**src/rtl/division_pkg.sv**
```systemverilog
// Shared width constant and FSM state encoding for the restoring divider.
package division_pkg;
    localparam int WIDTH = 4;

    typedef enum logic [1:0] {
        IDLE,
        LOAD,
        ITER,
        DONE
    } state_t;
endpackage

```
**src/rtl/module_restador.sv**
```systemverilog
// Trial subtractor: combinational minuend - subtrahend, sign taken from the result MSB.
// Zero latency; no flow control.
module module_restador #(
    parameter int W = 5
) (
    input  logic [W-1:0] minuendo,
    input  logic [W-1:0] sustraendo,
    output logic [W-1:0] diferencia,
    output logic         negativo
);
    assign diferencia = minuendo - sustraendo;
    assign negativo   = diferencia[W-1];
endmodule

```
**src/rtl/module_divisor_control.sv**
```systemverilog
// Restoring MSB-first divider control: drives quotient-bit writes (enable/indice/~signo).
// Latency WIDTH+2 cycles from start (2 on a zero divisor); start ignored while not IDLE.
module module_divisor_control
    import division_pkg::*;
#(
    parameter int  WIDTH = division_pkg::WIDTH,
    localparam int IDX_W = $clog2(WIDTH)
) (
    input  logic             clk,
    input  logic             rst,
    input  logic             start,
    input  logic [WIDTH-1:0] dividendo,
    input  logic [WIDTH-1:0] divisor,
    output logic             enable,
    output logic             signo,
    output logic [IDX_W-1:0] indice,
    output logic [WIDTH-1:0] residuo,
    output logic             busy,
    output logic             done,
    output logic             div_cero
);
    state_t state, state_nxt;

    logic [WIDTH-1:0] d_q;
    logic [WIDTH-1:0] v_q;
    logic [WIDTH:0]   r;
    logic [WIDTH:0]   s;
    logic [WIDTH:0]   t;
    logic [WIDTH:0]   r_nxt;
    logic [IDX_W-1:0] count;
    logic             neg;

    // Shift the next dividend bit into the partial remainder.
    assign s = (r << 1) | {{WIDTH{1'b0}}, d_q[count]};

    module_restador #(
        .W (WIDTH + 1)
    ) u_restador (
        .minuendo   (s),
        .sustraendo ({1'b0, v_q}),
        .diferencia (t),
        .negativo   (neg)
    );

    // Restore on a negative trial, otherwise keep the difference.
    assign r_nxt = neg ? s : t;

    always_ff @(posedge clk or posedge rst) begin
        if (rst) begin
            state <= IDLE;
        end else begin
            state <= state_nxt;
        end
    end

    always_comb begin
        state_nxt = state;
        case (state)
            IDLE:    if (start) state_nxt = LOAD;
            LOAD:    state_nxt = (v_q == '0) ? DONE : ITER;
            ITER:    if (count == '0) state_nxt = DONE;
            DONE:    state_nxt = IDLE;
            default: state_nxt = IDLE;
        endcase
    end

    always_ff @(posedge clk or posedge rst) begin
        if (rst) begin
            d_q      <= '0;
            v_q      <= '0;
            r        <= '0;
            count    <= '0;
            residuo  <= '0;
            div_cero <= 1'b0;
        end else begin
            case (state)
                IDLE: begin
                    if (start) begin
                        d_q      <= dividendo;
                        v_q      <= divisor;
                        r        <= '0;
                        count    <= IDX_W'(WIDTH - 1);
                        div_cero <= 1'b0;
                    end
                end
                LOAD: begin
                    if (v_q == '0) begin
                        div_cero <= 1'b1;
                        residuo  <= d_q;
                    end
                end
                ITER: begin
                    r     <= r_nxt;
                    count <= count - IDX_W'(1);
                    if (count == '0) begin
                        residuo <= r_nxt[WIDTH-1:0];
                    end
                end
                default: ;
            endcase
        end
    end

    assign enable = (state == ITER);
    assign signo  = enable & neg;
    assign indice = enable ? count : '0;
    assign busy   = (state == LOAD) || (state == ITER);
    assign done   = (state == DONE);
endmodule

```
**config.mk**
```make
export PLATFORM = sky130hd
export DESIGN_NAME = module_divisor_control
export DESIGN_NICKNAME = d
export VERILOG_FILES = /design/src/rtl/division_pkg.sv /design/src/rtl/module_restador.sv /design/src/rtl/module_divisor_control.sv
export SDC_FILE = /design/constraint.sdc
export NUM_CORES = 1
export LEC_CHECK = 0
export ABC_AREA = 1
export CAP_MARGIN = 10
export CORE_MARGIN = 2
export CORE_UTILIZATION = 55
export DETAILED_ROUTE_END_ITERATION = 10
export PLACE_DENSITY_LB_ADDON = 0.12
export SETUP_SLACK_MARGIN = 0.4
export SKIP_LAST_GASP = 1
export SYNTH_ARGS = -nofsm -noshare
export SYNTH_HDL_FRONTEND = slang
export SYNTH_SLANG_ARGS = --single-unit
```
**constraint.sdc**
```tcl
create_clock -name clk -period 3.2 [get_ports clk]
set_input_delay 0.32 -clock clk [delete_from_list [all_inputs] [get_ports clk]]
set_output_delay 0.32 -clock clk [all_outputs]
set_load 0.02 [all_outputs]
```
==> flow_metrics.tcl, run 1 <==
set metrics [dict create \
    outcome "finished, final reports clean" \
    cp_max_fo 5 \
    vias_per_cell 5.09 \
    core_sq_mm 0.00219 \
    clock.fmax_mhz 389 \
    drive_above_1_share_pct 8.47 \
    gp_congestion 0.848 \
    yosys_warnings 0 \
    syn_avg_cell_area_sq_um 7.56 \
    setup_slack_ns 0.630 \
    regToRegSetupSlack_ns 1.08 \
    synth_top_area_cell "dfrtp_1" \
    r2r_start "count[0]$_DFFE_PP0P_" \
    gr-usage-all-layers_pct 24.2 \
    worst_path_dominant_cell_family "simple AND/OR/NAND/NOR gates" \
    hold_buffers 0 \
    dp_hpwl_um 2120 \
    timing.rr.end "residuo[3]$_DFFE_PP0P_" \
    placementRows 17 \
    drc 0 \
    leakagePower_nw 0.769 \
    synth_ff_type "dfrtp_1" \
    die_h_um 51.8 \
    syn_area_sq_mm 0.00125 \
    grt_max_degree 22 \
    ios 22 \
    async_flop_share_pct 100 \
    dieWidth_um 51.8 \
    syn_nets 187 \
    synth_cell_types 19 \
    grt_pass1_vias 1115 \
    tns_ns 0 \
    worst_slew_pin_slew_ns 0.785 \
    drt_first_pass_iters 4 \
    worstPathCellList "buf_4, o21ai_0, nand2_1, ha_1, inv_1, fa_2, nand3_1, nand3_1, nand2_2, nor2_1, buf_2" \
    skew_ns 0.00844 \
    syn_to_final_growth_pct 20.8 \
    start_kind "flip-flop" \
    relSlewSlack_pct 47.6 \
    clkTransAtPathRegs_ns 0.12 \
    cp_slowest_cell "dfrtp_1" \
    rsz0062_at_grt "false" \
    synth.most_common_cell "nand2_1" \
    crit_type "flip-flop to output port" \
    start_util_pct 57.3 \
    maxSlewViolCount 0 \
    pwr_density_cell_mw_per_mm2 1110 \
    numCtsBuffers 3 \
    endpoint_kind "output port" \
    pre_cts_slack_ns 0.448 \
    wl_per_cell_um 12.4 \
    n_antenna_cell 0 \
    dieArea_sq_mm 0.00268 \
    clock_tree.buffer_depth 2 \
    syn_inst 166 \
    vias 1104 \
    cp.required_ns 2.88 \
    ys_ff_latch 21 \
    multiInputGateArea_sq_um 612 \
    period_needed_ns 2.57 \
    wirelength_um 2690 \
    drt_iter0_drc 32 \
    root_buffer "clkbuf_4" \
    cpMostUsedCell "nand3_1" \
    worstHoldPathType "primary input to asynchronous set/reset pin" \
    insertion_delay_ns 0.31 \
    final_antenna_net_count 0 \
    ys_seq_area_share_pct 41.9 \
    portBuffers 21 \
    synthTopCellsByCount "38 x nand2_1, 26 x inv_1, 21 x dfrtp_1" \
    antenna_found_initial 0 \
    critPathBufInv 3 \
    cts_tree "built" \
    fillers 193 \
    finalHoldViolCount 0 \
    cap_violations 0 \
    final_nets 211 \
    cp_data_arrival_time_ns 2.25 \
    setup_viol 0 \
    synth.area.top_cells "dfrtp_1 42%, nand2_1 11%, ha_1 9.0%" \
    ir_worst_vdd_mv 0.717 \
    cts_sinks 21 \
    grt_overflow 0 \
    grt_pass1_wl_um 4710 \
    finalCritPeriodShare_pct 80.3 \
    regArea_sq_um 526 \
    synth_edf_count 0 \
    rr_worst_depth 14 \
    htree_levels 1 \
    cpPeakStageDelay_ns 0.44 \
    yosysTopAreaCellShare_pct 41.9 \
]
power by group:
| group | leakage [nW] | switching (mW) | internal, mW |
|---|---|---|---|
| registers | 0.256 | 0.0816 | 0.385 |
| logic | 0.498 | 0.668 | 0.423 |
| clock network | 0.0150 | 0.0800 | 0.0487 |
| total | 0.769 | 0.830 | 0.856 |
per-layer routing:
layer	GRT usage [%]	share of wire (%)	up-vias
met5	0	0	-
met4	11.0	1.8	0
met3	4.02	3.8	5
met2	41.2	50	28
met1	30.0	44	499
li1	-	-	572
worst register-to-register path, delay by kind of cell, from the launching register on:
family | cells | cell delay, ns
buf+inv | 1 | 0.06
compound gates | 2 | 0.26
simple gates | 9 | 0.75
fa+ha+maj | 2 | 0.51
flops | 1 | 0.44
placed cells by master, fill, tap and decap left out, types with 2 or more instances in the layout:
cell type        netlist  layout
nand2_1               38      38
nor2_1                11      11
nand2_2                4       4
a21oi_1               12      12
clkbuf_4               0       3
ha_1                   9       9
clkdlybuf4s50_1        0      20
nor2_2                 3       3
o21ai_0               11      11
dfrtp_1               21      21
o21ai_1                8       8
nand3_1               12      12
inv_1                 26      26
inv_2                  2       2
worst max path at each step:
stage	depth (start not counted)	startpoint	endpoint	slack, ns
after global placement	12	count[0]$_DFFE_PP0P_	signo	0.57
final	11	count[0]$_DFFE_PP0P_	signo	0.63
after detailed placement	12	count[0]$_DFFE_PP0P_	signo	0.45
after CTS	12	count[0]$_DFFE_PP0P_	signo	0.44
after global routing	12	count[0]$_DFFE_PP0P_	signo	0.44
after floorplan	11	count[0]$_DFFE_PP0P_	signo	1.03
area by class of cell:
type	count	share of cell area, %
timing repair buffer	22	14.0
sequential	21	34.7
clock buffer	4	1.73
multi-input combinational	114	40.3
inverter	28	6.93
tap	28	2.31
sequential cells by signal, summed over array words and instances (netlist names):
| name | flops |
|---|---|
| r | 4 |
| residuo | 4 |
| v_q | 4 |
| state | 2 |
| d_q | 4 |
| count | 2 |
| div_cero | 1 |
metrics by stage:
| step | area [sq um] | utilization (%) | power, mW | hold slack, ns | cells |
|---|---|---|---|---|---|
| final | 1520 | 69.2 | 1.69 | 0.441 | 217 |
| after global routing | 1520 | 69.2 | 1.86 | 0.532 | 217 |
| after CTS | 1510 | 69.0 | 1.68 | 0.464 | 216 |
| after detailed placement | 1490 | 67.8 | 1.55 | 0.506 | 212 |
| after global placement | 1490 | 67.8 | 1.51 | 0.499 | 212 |
| after floorplan | 1250 | - | 1.23 | 0.297 | 166 |
cell families after synthesis:
| kind of cell | synth area share [%] |
|---|---|
| AOI/OAI and AO/OA | 12.9 |
| xor gates and xnor gates | 0.698 |
| adders and majority gates | 10.6 |
| buffers and inverters | 9.57 |
| DFF | 41.9 |
| and+or+nand+nor | 24.4 |
timing repair:
item                                    4_1_cts  5_1_grt
setup buffers                                 0        1
resized for setup                             3        2
pin swaps                                     0        0
endpoints found under the setup margin        1        1
(Power assumes the default switching activity.)
==> inputs of run 2 (changes only) <==
--- a/config.mk
+++ b/config.mk
@@ -8,7 +8,7 @@
 export ABC_AREA = 1
 export CAP_MARGIN = 10
 export CORE_MARGIN = 2
-export CORE_UTILIZATION = 55
+export CORE_UTILIZATION = 47
 export DETAILED_ROUTE_END_ITERATION = 10
 export PLACE_DENSITY_LB_ADDON = 0.12
 export SETUP_SLACK_MARGIN = 0.4
==> constraint.sdc (replaced) <==
create_clock -name clk -period 2.1 [get_ports clk]
set_input_delay 0.21 -clock clk [delete_from_list [all_inputs] [get_ports clk]]
set_output_delay 0.21 -clock clk [all_outputs]
set_load 0.02 [all_outputs]
==> run 2 against run 1 <==
Critical endpoint unchanged; critical path depth is 1 higher; via count is 13% higher; largest cell class unchanged; clock skew rose by 0.00063 ns; the run now ends with negative setup slack left; sequential share of layout area down 5.6 points; utilization rose by 3.3 points; sequential power increased by 52%; clock power rose by 64%.
==> flow_metrics.tcl, run 2 (synthesis results as in run 1) <==
set metrics [dict create \
    vias_per_cell 5.17 \
    ios 22 \
    final_antenna_net_count 0 \
    outcome "finished with violations" \
    start_kind "flip-flop" \
    setup_viol 9 \
    worstHoldPathType "primary input to asynchronous set/reset pin" \
    gr-usage-all-layers_pct 21.6 \
    gp_congestion 0.811 \
    crit_type "flip-flop to output port" \
    clockPowerShare_pct 6.3 \
    pwr_density_cell_mw_per_mm2 1840 \
    portBuffers 21 \
    clock_tree.buffer_depth 2 \
    drc 0 \
    clkTransAtPathRegs_ns 0.13 \
    setup_slack_ns -0.388 \
    root_buffer "clkbuf_4" \
    critPathBufInv 2 \
    power_frac_comb_pct 72.5 \
    grt_pass1_vias 1281 \
    leakagePower_nw 0.907 \
    maxSlewViolCount 0 \
    rsz0062_at_grt "true" \
    vias 1247 \
    dp_hpwl_um 2280 \
    period_needed_ns 2.49 \
    grt_overflow 0 \
    layout_commonest_cell "nand2_1" \
    fin_util_pct 72.5 \
    cp_data_arrival_time_ns 2.28 \
    drt_first_pass_iters 4 \
    finalHoldWorstSlack_ns 0.218 \
    cp_slowest_cell "dfrtp_1" \
    dpl-instance-area_sq_mm 0.00157 \
    endpoint_kind "output port" \
    p_sw_share_pct 49.2 \
    placementRows 18 \
    seqPwrFrac_pct 21.2 \
    antenna_found_initial 0 \
    cpMostUsedCell "nand2_4" \
    start_util_pct 50.2 \
    worstPathCellList "a21oi_1, o21ai_1, nand2_1, ha_2, inv_2, fa_2, nand2_2, nand2_4, nand3_4, nand2_4, nor2_4, buf_6" \
    cts_sinks 21 \
    cap_violations 0 \
    insertion_delay_ns 0.32 \
    grt_max_degree 22 \
    die_h_um 55.7 \
    grt_pass1_wl_um 5420 \
    core_sq_mm 0.00250 \
    cp.required_ns 1.89 \
    pre_cts_slack_ns -0.480 \
    layout_common_cells "32 x nand2_1, 23 x inv_1, 23 x buf_4" \
    htree_levels 1 \
    hold_buffers 0 \
    drt_iter0_drc 38 \
    violations "negative setup slack" \
    cts_tree "built" \
    final_nets 233 \
    worst_slew_pin_slew_ns 0.565 \
    internal_power_mw 1.70 \
    clock.fmax_mhz 402 \
    cp_max_fo 4 \
    tns_ns -1.66 \
    dieWidth_um 55.7 \
    p_sw_mw 1.64 \
    skew_ns 0.00907 \
    n_antenna_cell 0 \
    finalHoldViolCount 0 \
    dieArea_sq_mm 0.00310 \
    postLayoutCellArea_sq_mm 0.00181 \
    drive_above_1_share_pct 31.8 \
    relSlewSlack_pct 62.1 \
    wirelength_um 3230 \
    syn_to_final_growth_pct 44.4 \
    wl_per_cell_um 13.4 \
    finalCritPeriodShare_pct 118 \
    numCtsBuffers 3 \
    cpPeakStageDelay_ns 0.44 \
    worst_path_dominant_cell_family "adder cells" \
    ir_worst_vdd_mv 1.30 \
]
[run 2: cell count changes in the layout (fill, tap and decap cells not counted), sizes merged]
cell | before | now
clkbuf | 4 | 5
clkdlybuf4s15 | 0 | 1
clkinv | 0 | 1
clkdlybuf4s50 | 20 | 15
dlygate4sd2 | 0 | 1
buf | 2 | 25
[run 2: power by group through the flow]
| stage | sequential (mW) | combinational [mW] | clock, mW |
|---|---|---|---|
| 3_3_place_gp | 0.696 | 1.76 | 0 |
| 5_1_grt | 0.724 | 2.67 | 0.234 |
| 4_1_cts | 0.705 | 1.94 | 0.212 |
| 3_5_place_dp | 0.708 | 1.81 | 0 |
| 2_1_floorplan | 0.747 | 1.16 | 0 |
| 6_report | 0.707 | 2.42 | 0.211 |
[run 2: worst paths after layout]
kind	from	to	slack, ns	depth (start not counted)
worst max-delay path	count[0]$_DFFE_PP0P_	signo	-0.39	12
max in group asynchronous	rst	r[3]$_DFFE_PP0P_	1.66	3
worst max register to register	count[0]$_DFFE_PP0P_	residuo[3]$_DFFE_PP0P_	-0.19	15
worst min register to register	residuo[3]$_DFFE_PP0P_	residuo[3]$_DFFE_PP0P_	0.53	2
worst min-delay path	rst	v_q[0]$_DFFE_PP0P_	0.22	3
min in group clk	dividendo[3]	d_q[3]$_DFFE_PP0P_	0.42	3
[run 2: area by class of cell]
cell class,instances,area [sq um]
Clock buffer,3,22.5
Timing Repair Buffer,44,369
Clock inverter,1,5.00
Inverter,28,105
Fill cell,204,688
Tap cell,30,37.5
Sequential cell,21,526
Multi-Input combinational cell,114,747
[run 2: metrics by stage]
stage | cells | power [mW]
2_1_floorplan | 166 | 1.91
3_3_place_gp | 224 | 2.46
3_5_place_dp | 224 | 2.52
4_1_cts | 230 | 2.86
5_1_grt | 241 | 3.63
6_report | 241 | 3.34
[run 2: routing by layer]
metal	GRT usage [%]	wire, um
met1	25.9	1340
met5	0	0
met3	3.49	133
met2	37.9	1690
met4	9.76	66
[run 2: tightest hold or removal path, stage by stage]
cell and delay, ns:
clkdlybuf4s50_1 0.41, inv_1 0.06, buf_4 0.27
[run 2: repair_timing]
item                       4_1_cts  5_1_grt
gates resized for setup         32       22
setup buffers                    2       11
setup endpoints to repair       17       17
hold endpoints to repair         0        0
pin swaps                        6       14
